**src/rtl/tiny_cpu_pkg.sv**
```systemverilog
// Shared definitions for the tiny_cpu_param slice.
//   - Opcode constants OP_CLR..OP_MUL (4-bit op field of the instruction word)
//   - Flag bit positions inside the 4-bit Flags bus {GT, EQ, C, Z}
//   - Control state encoding (IDLE accepts instructions, MUL waits on the multiplier)
package tiny_cpu_pkg;

  localparam logic [3:0] OP_CLR  = 4'b0000;
  localparam logic [3:0] OP_LDI  = 4'b0001;
  localparam logic [3:0] OP_MOVR = 4'b0010;
  localparam logic [3:0] OP_ADD  = 4'b0011;
  localparam logic [3:0] OP_SUB  = 4'b0100;
  localparam logic [3:0] OP_SHR  = 4'b0101;
  localparam logic [3:0] OP_SHL  = 4'b0110;
  localparam logic [3:0] OP_XOR  = 4'b0111;
  localparam logic [3:0] OP_AND  = 4'b1000;
  localparam logic [3:0] OP_OR   = 4'b1001;
  localparam logic [3:0] OP_CMP  = 4'b1010;
  localparam logic [3:0] OP_MUL  = 4'b1011;

  localparam int F_Z  = 0;
  localparam int F_C  = 1;
  localparam int F_EQ = 2;
  localparam int F_GT = 3;

  typedef enum logic {
    IDLE = 1'b0,
    MUL  = 1'b1
  } state_t;

endpackage

```
**src/rtl/tiny_cpu_param_mul_seq.sv**
```systemverilog
// tiny_mul_seq: sequential shift-add multiplier, W iterations per product.
// Only compiled when TINY_CPU_MUL_EN is defined.
// Ports:
//   clk      in  1    rising-edge clock
//   reset    in  1    synchronous active-high reset, aborts a running product
//   start    in  1    latch a/b at this edge and begin multiplying
//   a, b     in  W    operands
//   done     out 1    product is final at the coming edge (combinational)
//   product  out 2W   running product including the current partial step
`ifdef TINY_CPU_MUL_EN
module tiny_mul_seq #(
  parameter int W = 8
) (
  input  logic             clk,
  input  logic             reset,
  input  logic             start,
  input  logic [W-1:0]     a,
  input  logic [W-1:0]     b,
  output logic             done,
  output logic [2*W-1:0]   product
);

  localparam int CW = $clog2(W);

  logic           busy;
  logic [2*W-1:0] acc;
  logic [2*W-1:0] acc_nxt;
  logic [2*W-1:0] mcand;
  logic [W-1:0]   mplier;
  logic [CW-1:0]  cnt;

  // The last partial product is folded in combinationally so the caller can
  // capture the final value on the W-th edge after start.
  always_comb begin
    acc_nxt = acc;
    if (mplier[0]) acc_nxt = acc + mcand;
    done    = busy && (cnt == CW'(W - 1));
    product = acc_nxt;
  end

  always_ff @(posedge clk) begin
    if (reset) begin
      busy   <= 1'b0;
      acc    <= '0;
      mcand  <= '0;
      mplier <= '0;
      cnt    <= '0;
    end else if (start) begin
      busy   <= 1'b1;
      acc    <= '0;
      mcand  <= {{W{1'b0}}, a};
      mplier <= b;
      cnt    <= '0;
    end else if (busy) begin
      acc    <= acc_nxt;
      mcand  <= mcand << 1;
      mplier <= mplier >> 1;
      cnt    <= cnt + 1'b1;
      if (done) busy <= 1'b0;
    end
  end

endmodule
`endif

```
**src/rtl/tiny_cpu_param.sv**
```systemverilog
// tiny_cpu_param: parametrised TinyCPU with NREG x W register file,
// single-cycle ALU, flags register and valid/ready instruction input.
// Build option: define TINY_CPU_MUL_EN to add the W-cycle shift-add multiplier
// (opcode 1011); without it that opcode is a NOP and InReady only drops in reset.
// Ports:
//   Clk          in  1           rising-edge clock
//   Reset        in  1           synchronous active-high reset
//   In           in  4+2*RW+W    {op[3:0], rd[RW-1:0], rs[RW-1:0], imm[W-1:0]}
//   InValid      in  1           In holds a valid instruction
//   InReady      out 1           instruction accepted on InValid & InReady
//   Result       out W           result register
//   Flags        out 4           {GT, EQ, C, Z}
//   ResultValid  out 1           pulse after an edge that updated Result/Flags
import tiny_cpu_pkg::*;

module tiny_cpu_param #(
  parameter int W    = 8,
  parameter int NREG = 4
) (
  input  logic                            Clk,
  input  logic                            Reset,
  input  logic [4+2*$clog2(NREG)+W-1:0]   In,
  input  logic                            InValid,
  output logic                            InReady,
  output logic [W-1:0]                    Result,
  output logic [3:0]                      Flags,
  output logic                            ResultValid
);

  localparam int RW = $clog2(NREG);

  logic [3:0]    op;
  logic [RW-1:0] rd;
  logic [RW-1:0] rs;
  logic [W-1:0]  imm;

  assign op  = In[4+2*RW+W-1 -: 4];
  assign rd  = In[2*RW+W-1 -: RW];
  assign rs  = In[RW+W-1 -: RW];
  assign imm = In[W-1:0];

  logic [W-1:0] regs [NREG];
  logic [W-1:0] opa;
  logic [W-1:0] opb;
  logic         accept;

  state_t state;
  state_t state_nxt;

  assign opa    = regs[rd];
  assign opb    = regs[rs];
  assign accept = InValid && InReady;

`ifdef TINY_CPU_MUL_EN
  logic           mul_start;
  logic           mul_done;
  logic [2*W-1:0] mul_prod;

  tiny_mul_seq #(.W(W)) u_mul (
    .clk     (Clk),
    .reset   (Reset),
    .start   (mul_start),
    .a       (opa),
    .b       (opb),
    .done    (mul_done),
    .product (mul_prod)
  );
`endif

  // ---------------- control FSM ----------------
  always_ff @(posedge Clk) begin
    if (Reset) state <= IDLE;
    else       state <= state_nxt;
  end

  always_comb begin
    state_nxt = state;
    InReady   = !Reset && (state == IDLE);
`ifdef TINY_CPU_MUL_EN
    mul_start = 1'b0;
`endif
    case (state)
      IDLE: begin
`ifdef TINY_CPU_MUL_EN
        if (accept && (op == OP_MUL)) begin
          state_nxt = MUL;
          mul_start = 1'b1;
        end
`endif
      end
      MUL: begin
`ifdef TINY_CPU_MUL_EN
        if (mul_done) state_nxt = IDLE;
`else
        state_nxt = IDLE;
`endif
      end
      default: state_nxt = IDLE;
    endcase
  end

  // ---------------- single-cycle ALU ----------------
  logic [W-1:0] alu_res;
  logic         alu_c;
  logic         wr_res;

  always_comb begin
    alu_res = '0;
    alu_c   = 1'b0;
    wr_res  = 1'b0;
    case (op)
      OP_ADD: begin
        {alu_c, alu_res} = {1'b0, opa} + {1'b0, opb};
        wr_res = 1'b1;
      end
      OP_SUB: begin
        // Top bit of the widened difference is the borrow.
        {alu_c, alu_res} = {1'b0, opa} - {1'b0, opb};
        wr_res = 1'b1;
      end
      OP_SHR: begin
        alu_res = opa >> 1;
        alu_c   = opa[0];
        wr_res  = 1'b1;
      end
      OP_SHL: begin
        alu_res = opa << 1;
        alu_c   = opa[W-1];
        wr_res  = 1'b1;
      end
      OP_XOR: begin
        alu_res = opa ^ opb;
        wr_res  = 1'b1;
      end
      OP_AND: begin
        alu_res = opa & opb;
        wr_res  = 1'b1;
      end
      OP_OR: begin
        alu_res = opa | opb;
        wr_res  = 1'b1;
      end
      default: ;
    endcase
  end

  // ---------------- architectural state ----------------
  always_ff @(posedge Clk) begin
    if (Reset) begin
      regs        <= '{default: '0};
      Result      <= '0;
      Flags       <= '0;
      ResultValid <= 1'b0;
    end else begin
      ResultValid <= 1'b0;
      if (accept) begin
        case (op)
          OP_CLR: begin
            regs        <= '{default: '0};
            Result      <= '0;
            Flags       <= '0;
            ResultValid <= 1'b1;
          end
          OP_LDI:  regs[rd] <= imm;
          OP_MOVR: regs[rd] <= Result;
          OP_CMP: begin
            Flags[F_EQ] <= (opa == opb);
            Flags[F_GT] <= (opa > opb);
            ResultValid <= 1'b1;
          end
          default: begin
            if (wr_res) begin
              Result      <= alu_res;
              Flags[F_Z]  <= (alu_res == '0);
              Flags[F_C]  <= alu_c;
              ResultValid <= 1'b1;
            end
          end
        endcase
      end
`ifdef TINY_CPU_MUL_EN
      // No instruction is accepted in MUL, so this never collides with the case above.
      if ((state == MUL) && mul_done) begin
        Result      <= mul_prod[W-1:0];
        Flags[F_Z]  <= (mul_prod[W-1:0] == '0);
        Flags[F_C]  <= |mul_prod[2*W-1:W];
        ResultValid <= 1'b1;
      end
`endif
    end
  end

endmodule

```
**config.mk**
```make
export PLATFORM = sky130hd
export DESIGN_NAME = tiny_cpu_param
export DESIGN_NICKNAME = d
export VERILOG_FILES = /design/src/rtl/tiny_cpu_pkg.sv /design/src/rtl/tiny_cpu_param_mul_seq.sv /design/src/rtl/tiny_cpu_param.sv
export SDC_FILE = /design/constraint.sdc
export NUM_CORES = 1
export LEC_CHECK = 0
export CAP_MARGIN = 20
export CORE_ASPECT_RATIO = 0.5
export CORE_MARGIN = 2
export CORE_UTILIZATION = 45
export DETAILED_ROUTE_END_ITERATION = 12
export GPL_ROUTABILITY_DRIVEN = 0
export GPL_TIMING_DRIVEN = 0
export MAX_ROUTING_LAYER = met4
export PLACE_DENSITY = 0.65
export SLEW_MARGIN = 20
export SYNTH_ARGS = -nofsm -noshare
export SYNTH_HDL_FRONTEND = slang
export SYNTH_SLANG_ARGS = --single-unit
```
**constraint.sdc**
```tcl
create_clock -name Clk -period 10.3 [get_ports Clk]
set_clock_uncertainty 0.1 [all_clocks]
set_input_delay 3.09 -clock Clk [delete_from_list [all_inputs] [get_ports Clk]]
set_output_delay 3.09 -clock Clk [all_outputs]
set_load 0.02 [all_outputs]
```
==> impl_metrics.py <==
metrics = {
    "status": {
        "outcome": "finished clean",
    },
    "synth": {
        "ys_types": 57,
        "syn_avg_cell_area_um2": 7.970,
        "yosysWarnings": 0,
        "netlist_area_mm2": 0.003515,
        "syn_inst": 441,
        "synthesis.nets": 487,
        "async_flop_share_pct": 0,
        "synth_seq_cells": 45,
        "synth-edff-count": 0,
        "ys_seq_area_share_pct": 25.63,
        "ys.flop_type": "dfxtp_1",
    },
    "hold_path": {
        "holdPathStages": 2,
        "min_from": "Flags[0]",
        "holdPathEnd": "Flags[0]",
        "min_path_type": "reg2reg",
    },
    "setup_path": {
        "regToRegStartpoint": "regs[18]",
        "rr_worst_depth": 11,
        "required_ns": 7.11,
        "start_kind": "input port",
        "cp-end-kind": "output port",
        "crit_fanout": 7,
        "critical_path_class": "in2out",
        "rrSetupSlack_ns": 7.02,
        "worstPathArrival_ns": 4.12,
        "r2r-end": "Flags[0]",
    },
    "routing": {
        "vias": 3468,
        "drt_iter0_markers": 410,
        "ant_nets": 0,
        "viasPerCell": 5.918,
        "wl_per_cell_um": 17.91,
        "drc": 0,
        "routed-wl-met2_um": 4537,
        "routed-wl-met3_um": 843,
        "wl_met1_um": 5051,
        "routed_wirelength_um": 10490,
        "top_layer": "met4",
        "dr.pass1.iters": 5,
    },
    "timing": {
        "hold_viol": 0,
        "final.setup.tns_ns": 0,
        "final_max_slew_viol_count": 0,
        "worstMarginPinSlew_ns": 0.6756,
        "timing.fmax_mhz": 136.7,
        "setup_violations": 0,
        "maxSlewHeadroom_pct": 54.61,
        "finalCritPeriodShare_pct": 71.01,
        "period_needed_ns": 7.314,
        "rsz0062_at_grt": "no",
    },
    "cells_and_area": {
        "area_delta_synth_final_pct": 17.02,
        "n_fill_cell": 725,
        "layout_common_cells": "84 x nor2_1, 45 x dfxtp_1, 36 x a31oi_1",
        "nNetsFinal": 523,
        "diodes": 0,
        "drive_gt1_share_pct": 7.113,
        "final_common_cell": "nor2_1",
        "fin_cells": 586,
    },
    "power": {
        "p_per_area_mw_per_mm2": 98.19,
        "p_leak_nw": 1.484,
        "irDropWorstVdd_mv": 0.07293,
    },
    "cts": {
        "cts_resized": 0,
        "numCtsBuffers": 5,
        "post_cts_buffers": 0,
        "tritoncts": "done",
        "clk_latency_ns": 0.28,
        "hold_buffers": 0,
        "cts.clk_slew.worst_paths_ns": 0.06,
        "cts.htree.levels": 2,
        "root_buffer": "clkbuf_16",
        "clockBufferDepth": 2,
        "cts_num_sinks": 45,
    },
    "place": {
        "placed_cells": 578,
        "dp_hpwl_um": 8122,
        "portBuffers": 29,
    },
    "die": {
        "dieArea_mm2": 0.008576,
        "ioPinCount": 33,
        "die_width_um": 129.0,
        "row_count": 22,
        "initial_utilization_pct": 47.12,
        "core_mm2": 0.007460,
        "die_y_um": 66.49,
    },
    "run": {
        "drv_cap": 0,
    },
    "global_route": {
        "antenna_found_initial": 0,
        "grt_max_degree": 14,
        "track_usage_pct": 26.11,
        "overflow": 0,
        "grt_pass1_vias": 3146,
        "grt_pass1_wl_um": 16660,
    },
}
## layer usage
layer | vias up | global-route usage (%)
met1 | 1653 | 37.79
li1 | 1669 | -
met5 | - | -
met3 | 7 | 4.096
met2 | 139 | 39.09
met4 | 0 | 4.620
## cells by family after synthesis
logic type                 share of synthesized area [%]
muxes                                              11.78
adders and majority gates                          10.04
buffers and inverters                              7.156
AOI/OAI and AO/OA                                  23.00
DFF                                                25.63
xor gates and xnor gates                          0.9970
and+or+nand+nor                                    21.40
## how the worst max path moves through the flow
| stage | from | cells after the start | endpoint |
|---|---|---|---|
| 2_1_floorplan | Reset | 2 | InReady |
| 4_1_cts | Reset | 3 | InReady |
| 5_1_grt | Reset | 3 | InReady |
| 3_5_place_dp | Reset | 3 | InReady |
| 3_3_place_gp | Reset | 3 | InReady |
| 6_report | Reset | 3 | InReady |
## through the flow
step / hold WS [ns] / power [mW] / area (um2) / worst slack (ns) / util, %
floorplan: 0.3728 / 0.2050 / 3515 / 3.678 / -
global placement: 0.3539 / 0.2215 / 3940 / 2.999 / 52.82
detailed placement: 0.3600 / 0.2215 / 3940 / 2.991 / 52.82
CTS: 0.3681 / 0.4039 / 4113 / 2.998 / 55.13
global route: 0.3898 / 0.4158 / 4113 / 2.930 / 55.13
finish: 0.3661 / 0.4038 / 4113 / 2.986 / 55.13
## synthesized netlist by cell type (2+ instances only)
library cell / count / area (um2)
nand2_1: 35 / 131.4
a221oi_1: 3 / 26.28
mux2i_1: 5 / 50.05
nor4_1: 2 / 12.51
o211ai_1: 6 / 45.04
fa_1: 2 / 40.04
nor3_1: 3 / 15.01
o221ai_1: 4 / 35.03
a211oi_1: 3 / 22.52
a21o_1: 4 / 30.03
dfxtp_1: 45 / 900.9
a22o_1: 8 / 70.07
a22oi_1: 2 / 15.01
a21oi_1: 14 / 70.07
inv_1: 29 / 108.9
o21a_1: 3 / 22.52
nand2b_1: 2 / 12.51
ha_1: 25 / 312.8
o22ai_1: 3 / 18.77
nor3b_1: 3 / 22.52
or3_1: 2 / 12.51
mux4_2: 15 / 337.8
a221o_1: 6 / 60.06
xnor2_1: 3 / 26.28
nor2b_1: 10 / 62.56
nor2_1: 84 / 315.3
o21bai_1: 2 / 15.01
clkbuf_1: 24 / 90.09
o21ai_0: 9 / 45.04
nand3_1: 17 / 85.08
buf_2: 6 / 30.03
a31oi_1: 36 / 225.2
o2111ai_1: 2 / 17.52
## power breakdown
part | leakage (nW) | total [mW] | internal (mW) | switching [mW]
clock network | 0.0841 | 0.186 | 0.121 | 0.0644
logic | 1.04 | 0.0430 | 0.0172 | 0.0258
registers | 0.363 | 0.175 | 0.175 | 0.000448
total | 1.48 | 0.404 | 0.313 | 0.0906
## area by class of cell
class,count,area (um2),area share (%)
Multi-Input combinational cell,334,2362,57.44
Sequential cell,45,900.9,21.90
Buffer,33,142.6,3.468
Inverter,29,108.9,2.647
Timing Repair Buffer,29,290.3,7.058
Tap cell,108,135.1,3.286
Clock inverter,1,30.03,0.7301
Clock buffer,7,142.6,3.468
## state kept, by name, summed over array words and instances (netlist names)
register / cells
Result: 8
Flags: 4
regs: 32
ResultValid: 1
## worst max-delay path: stages
cell	delay (ns)
clkbuf_1	0.29
inv_1	0.17
clkdlybuf4s50_1	0.57
Note: power is estimated with default switching activity, not from simulation.
